## src/rtl/ser_pkg.sv

```systemverilog
// Shared definitions for the bit serializer: state encoding, default word
// width, counter-width helper and the even-parity helper used by the
// optional parity bit.
package ser_pkg;

  typedef enum logic {
    IDLE  = 1'b0,
    SHIFT = 1'b1
  } ser_state_t;

  localparam int SER_W_DEFAULT = 8;

  // Counter must hold 0..W so it can also index the optional parity slot.
  function automatic int cnt_width(input int w);
    return $clog2(w + 1);
  endfunction

  // Even parity over a zero-extended word (zero padding does not change it).
  function automatic logic even_parity(input logic [31:0] word);
    return ^word;
  endfunction

endpackage

```

## src/rtl/bit_serializer.sv

```systemverilog
// Parallel-to-serial converter feeding the 1011 pattern detectors.
// Words arrive over valid/ready and leave one bit per enabled clock on a
// registered line. Ready is raised during the final bit of a frame so
// consecutive words stream with no idle bit in between.
// Optional feature: define SER_PARITY_EN to append an even-parity bit to
// every frame (frame length W+1 instead of W).
module bit_serializer
  import ser_pkg::*;
#(
  parameter int W         = SER_W_DEFAULT,
  parameter bit MSB_FIRST = 1'b1
) (
  input  logic         clk,
  input  logic         rst_n,
  input  logic         en,
  input  logic [W-1:0] data_in,
  input  logic         data_valid,
  output logic         data_ready,
  output logic         dout,
  output logic         dout_valid,
  output logic         last_bit,
  output logic         busy
);

`ifdef SER_PARITY_EN
  localparam int F = W + 1;
`else
  localparam int F = W;
`endif
  localparam int            CW   = cnt_width(W);
  localparam logic [CW-1:0] LAST = CW'(F - 1);

  ser_state_t    state_r;
  logic [CW-1:0] cnt_r;
  logic [W-1:0]  shreg_r;
  logic          dout_r;
  logic          dout_valid_r;
`ifdef SER_PARITY_EN
  logic          par_r;
`endif

  logic          at_last_s;
  logic          accept_s;
  logic          first_bit_s;
  logic [W-1:0]  load_shreg_s;
  logic          next_bit_s;
  logic [W-1:0]  shifted_s;
  logic          next_out_s;

  // Handshake decode and bit selection for the configured shift direction.
  always_comb begin
    at_last_s  = (state_r == SHIFT) && (cnt_r == LAST);
    data_ready = en && ((state_r == IDLE) || at_last_s);
    accept_s   = data_valid && data_ready;
    if (MSB_FIRST) begin
      first_bit_s  = data_in[W-1];
      load_shreg_s = {data_in[W-2:0], 1'b0};
      next_bit_s   = shreg_r[W-1];
      shifted_s    = {shreg_r[W-2:0], 1'b0};
    end else begin
      first_bit_s  = data_in[0];
      load_shreg_s = {1'b0, data_in[W-1:1]};
      next_bit_s   = shreg_r[0];
      shifted_s    = {1'b0, shreg_r[W-1:1]};
    end
`ifdef SER_PARITY_EN
    // After the last data bit the parity bit takes the serial slot.
    if (cnt_r == CW'(W - 1)) begin
      next_out_s = par_r;
    end else begin
      next_out_s = next_bit_s;
    end
`else
    next_out_s = next_bit_s;
`endif
  end

  // Frame FSM, shift register and registered serial outputs; en=0 holds all.
  always_ff @(posedge clk or negedge rst_n) begin
    if (!rst_n) begin
      state_r      <= IDLE;
      cnt_r        <= '0;
      shreg_r      <= '0;
      dout_r       <= 1'b0;
      dout_valid_r <= 1'b0;
`ifdef SER_PARITY_EN
      par_r        <= 1'b0;
`endif
    end else if (en) begin
      if (accept_s) begin
        state_r      <= SHIFT;
        cnt_r        <= '0;
        shreg_r      <= load_shreg_s;
        dout_r       <= first_bit_s;
        dout_valid_r <= 1'b1;
`ifdef SER_PARITY_EN
        par_r        <= even_parity(32'(data_in));
`endif
      end else if ((state_r == SHIFT) && !at_last_s) begin
        cnt_r   <= cnt_r + CW'(1);
        shreg_r <= shifted_s;
        dout_r  <= next_out_s;
      end else if (at_last_s) begin
        state_r      <= IDLE;
        cnt_r        <= '0;
        dout_r       <= 1'b0;
        dout_valid_r <= 1'b0;
      end else begin
        state_r <= state_r;
      end
    end
  end

  assign dout       = dout_r;
  assign dout_valid = dout_valid_r;
  assign last_bit   = dout_valid_r && (cnt_r == LAST);
  assign busy       = (state_r == SHIFT);

endmodule

```

## config.mk

```make
export PLATFORM = sky130hd
export DESIGN_NAME = bit_serializer
export DESIGN_NICKNAME = d
export VERILOG_FILES = /design/src/rtl/ser_pkg.sv /design/src/rtl/bit_serializer.sv
export SDC_FILE = /design/constraint.sdc
export NUM_CORES = 1
export LEC_CHECK = 0
export ABC_AREA = 1
export ABC_CLOCK_PERIOD_IN_PS = 1350
export BUFFER_PORTS_ARGS = -buffer_cell sky130_fd_sc_hd__buf_2
export CAP_MARGIN = 30
export CORE_UTILIZATION = 38
export CTS_CLUSTER_DIAMETER = 120
export DETAILED_ROUTE_END_ITERATION = 10
export SYNTH_ARGS = -nofsm -noshare
export SYNTH_HDL_FRONTEND = slang
export SYNTH_SLANG_ARGS = --single-unit
```

## constraint.sdc

```tcl
create_clock -name clk -period 1.35 [get_ports clk]
set_clock_uncertainty 0.05 [all_clocks]
set_input_delay 0.0675 -clock clk [delete_from_list [all_inputs] [get_ports clk]]
set_output_delay 0.0675 -clock clk [all_outputs]
set_load 0.03 [all_outputs]
```

== After elaboration in Yosys (flattened, before gate mapping) ==
Cells that the tools add are included.
W data, S select, Z words.

* Flip-flop bits (word level): 14
* Input port bits: 12

* Add/sub/neg operators: 1
* Equality and inequality tests: 2
* Muxes and demuxes: 10
* Bitwise operators: 1
* Reductions and logical operators: 12

{| class="wikitable"
|+ Operators with widths
! kind !! count
|-
| $mux W8 || 2
|-
| $mux W4 || 3
|-
| $mux W1 || 5
|-
| $add A4 B1 Y4 const B || 1
|-
| $eq A4 B3 Y1 const B || 1
|-
| $logic_and A1 B1 Y1 || 4
|-
| $reduce_and A2 Y1 || 2
|-
| $reduce_bool A2 Y1 || 2
|-
| $reduce_and A3 Y1 || 1
|-
| $reduce_bool A3 Y1 || 1
|-
| $ne A2 B2 Y1 const B || 1
|-
| $logic_not A1 Y1 || 1
|-
| $logic_or A1 B1 Y1 || 1
|-
| $not A1 Y1 || 1
|}

== Depth between registers and ports, before layout ==
* Word-level depth: 7
* Depth in mapped cells: 7
* Depth with buffers taken out: 7

== Worst setup path before layout ==
OpenSTA, ideal clock, no wires.

* Path type: flip-flop to output port
* From: register cnt_r[1]
* To: output data_ready
* Data arrival time: 1.184 ns
* Required time: 1.233 ns
* Setup slack: 0.049 ns
* Stages on the path, launching flop included: 6
* Path buffers: 1
* Cells stage by stage: dfrtp_1 > ha_1 > nand3_4 > nand2_4 > buf_6 > and2_1

* Longest elaborated chain between the ends: 4

{| class="wikitable"
|+ Ends and longest elaborated chain
! what !! RTL line !! text
|-
| start, declared || bit_serializer.sv:34 || <nowiki>logic [CW-1:0] cnt_r;</nowiki>
|-
| start signal, assigned || bit_serializer.sv:100 || <nowiki>cnt_r <= cnt_r + CW'(1);</nowiki>
|-
| $eq A4 B3 Y1 || bit_serializer.sv:52 || <nowiki>at_last_s = (state_r == SHIFT) && (cnt_r == LAST);</nowiki>
|-
| $logic_and A1 B1 Y1 || -- ||
|-
| $logic_or A1 B1 Y1 || bit_serializer.sv:53 || <nowiki>data_ready = en && ((state_r == IDLE) || at_last_s);</nowiki>
|-
| $logic_and A1 B1 Y1 || bit_serializer.sv:53 ||
|-
| end, declared || bit_serializer.sv:18 || <nowiki>output logic data_ready,</nowiki>
|}

No other way between the ends.

== Worst setup path after layout ==
* From: register cnt_r[1]
* To: output last_bit

* Longest elaborated chain between the ends: 2

{| class="wikitable"
|+ Ends and longest elaborated chain
! what !! RTL line !! text
|-
| $eq A4 B3 Y1 || bit_serializer.sv:116 || <nowiki>assign last_bit = dout_valid_r && (cnt_r == LAST);</nowiki>
|-
| $logic_and A1 B1 Y1 || bit_serializer.sv:116 ||
|-
| end, declared || bit_serializer.sv:21 || <nowiki>output logic last_bit,</nowiki>
|}

No other way between the ends.

==> impl_metrics.env <==
export IMPL_outcome="finished with violations"
export IMPL_failed_checks="negative setup slack"
export IMPL_seq_area_frac_synth_pct=43.0
export IMPL_rows=15
export IMPL_vdd_drop_max_mv=0.985
export IMPL_tns_ns=-0.171
export IMPL_crit_type="reg -> out"
export IMPL_fmax_mhz=694
export IMPL_postRouteAntennaNets=0
export IMPL_synthToLayoutAreaGrowth_pct=35.9
export IMPL_cts_tree="built"
export IMPL_synth_area_per_cell_um2=7.71
export IMPL_yosysWarnings=0
export IMPL_worstPathMaxFanout=4
export IMPL_rrSetupSlack_ns=0.01
export IMPL_antenna_found_initial=0
export IMPL_cts_root_buf="clkbuf_4"
export IMPL_final_hold_viol_count=0
export IMPL_drc=0
export IMPL_routed_top_layer="met4"
export IMPL_wl_met1_um=764
export IMPL_synthCells=98
export IMPL_timing_rr_start="cnt_r[1]"
export IMPL_grt_max_degree=14
export IMPL_setup_viol=2
export IMPL_arrival_ns=1.32
export IMPL_grt_ovfl_total=0
export IMPL_r2r_end="shreg_r[7]"
export IMPL_start_util_pct=41.9
export IMPL_required_ns=1.23
export IMPL_total_power_mw=1.92
export IMPL_grt_pass1_vias=713
export IMPL_worstHoldStart="data_in[4]"
export IMPL_synth_cell_types=16
export IMPL_holdWs_ns=0.0711
export IMPL_portBuffers=16
export IMPL_crit_path_end="last_bit"
export IMPL_gp_congestion=0.852
export IMPL_final_common_cell="nand3_1"
export IMPL_clkLatencyLatePin_ns=0.28
export IMPL_groute_usage_overall_pct=19.5
export IMPL_endpoint_kind="primary output"
export IMPL_boundaryPins=17
export IMPL_drive_gt1_share_pct=32.0
export IMPL_numCtsBuffers=3
export IMPL_maxCapViolCount=0
export IMPL_multi_input_area_um2=400
export IMPL_drtPass1Iterations=4
export IMPL_relSlewSlack_pct=77.2
export IMPL_fin_crit_ns=1.44
export IMPL_post_route_util_pct=57.0
export IMPL_clockBufferDepth=2
export IMPL_die_width_um=46.6
export IMPL_routed_wl_um=1730
export IMPL_htreeDepth=1
export IMPL_num_vias=712
export IMPL_ff_latch_area_um2=325
export IMPL_wl_met2_um=865
export IMPL_rsz0062_at_grt="yes"
export IMPL_p_per_area_nw_per_um2=1870
export IMPL_wl_met3_um=63
export IMPL_vias_per_cell=4.75
export IMPL_layout_common_cells="nand3_1, nand2_1, inv_1"
export IMPL_syn_area_um2=756
export IMPL_total_leakage_power_nw=0.556
export IMPL_startpoint_type="register"
export IMPL_ys_ff_latch=13
export IMPL_synth_net_count=111
export IMPL_first_iter_violations=6
export IMPL_fp_dieArea_um2=2170
export IMPL_dp_hpwl_um=1180
export IMPL_routedWlPerCell_um=11.5
export IMPL_crit_start="cnt_r[1]"
export IMPL_grt_pass1_wl_um=2970
export IMPL_n_antenna_cell=0
export IMPL_clk_pin_slew_ns=0.08
export IMPL_worst_slew_pin_slew_ns=0.342
export IMPL_num_fill_cells=173
export IMPL_clock_sinks=13
export IMPL_slew_viol_final=0
export IMPL_period_share_pct=107
export IMPL_hp_class="in -> reg"
export IMPL_fin_nets=139
export IMPL_core_area_um2=1800
export IMPL_die_y_um=46.6
export IMPL_rr_worst_depth=7
export IMPL_setup_ws_ns=-0.0900
[cells by family after synthesis]
family          count (synthesis)  share of synthesized area (%)
buf+inv                        20                           11.6
flops                          13                           43.0
compound gates                  5                           3.31
fa+ha+maj                       1                           1.66
simple gates                   59                           40.4
[worst max-delay path: stages, from the launching register on]
cell and delay (ns):
dfrtp_1 0.40, ha_4 0.16, nand3_4 0.11, buf_6 0.16, nor2_4 0.07, buf_6 0.13
[synth_stat cells]
library cell | instances | area (um^2)
nor2_1 | 4 | 15.0
nand2_4 | 4 | 45.0
o21ai_1 | 1 | 5.00
buf_4 | 1 | 7.51
and2_1 | 1 | 6.26
nand2_2 | 3 | 18.8
dfrtp_1 | 13 | 325
nand3_4 | 1 | 17.5
clkinv_2 | 1 | 5.00
a21oi_1 | 4 | 20.0
inv_1 | 15 | 56.3
nand3_1 | 24 | 120
buf_6 | 1 | 11.3
inv_2 | 2 | 7.51
ha_1 | 1 | 12.5
nand2_1 | 22 | 82.6
[how the worst min path moves through the flow]
stage | slack [ns] | end | cells after the start
after CTS | 0.07 | shreg_r[3] | 5
after detailed placement | -0.07 | cnt_r[3] | 1
after floorplan | -0.28 | busy | 0
final | 0.07 | shreg_r[5] | 5
after global placement | -0.07 | cnt_r[3] | 1
after global routing | 0.08 | shreg_r[5] | 5
[state kept, by name, summed over array words and instances, names as in the netlist]
signal / cells
busy: 1
shreg_r: 7
dout: 1
cnt_r: 4
[metrics by stage]
stage	setup slack [ns]	cells	instance area, um^2
finish	-0.0900	150	1030
global route	-0.151	150	1030
CTS	-0.0991	149	1010
detailed placement	-0.0329	139	863
global placement	0.0195	139	863
floorplan	0.0488	98	756
[timing repair]
action,in CTS,in global routing
buffers inserted,3,1
gates resized for setup,14,2
endpoints found under the setup margin,8,10
endpoints found under the hold margin,15,0
pin swaps,2,1
hold buffers,3,0
[power breakdown]
group | switching [mW] | internal (mW)
Sequential | 0.159 | 0.556
Combinational | 0.562 | 0.402
Clock | 0.130 | 0.115
Total | 0.851 | 1.07
[cell type report]
type / instances / share of cell area (%)
multi-input combinational: 65 / 39.0
sequential: 13 / 31.7
timing repair buffer: 25 / 17.1
inverter: 18 / 6.70
tap: 25 / 3.05
clock buffer: 4 / 2.56
[metal layers]
layer	GRT usage, %	vias up
met5	0	-
met2	33.9	13
met1	21.7	332
li1	-	363
met3	6.27	4
met4	7.65	0
Note: power is estimated with default switching activity, not from simulation.
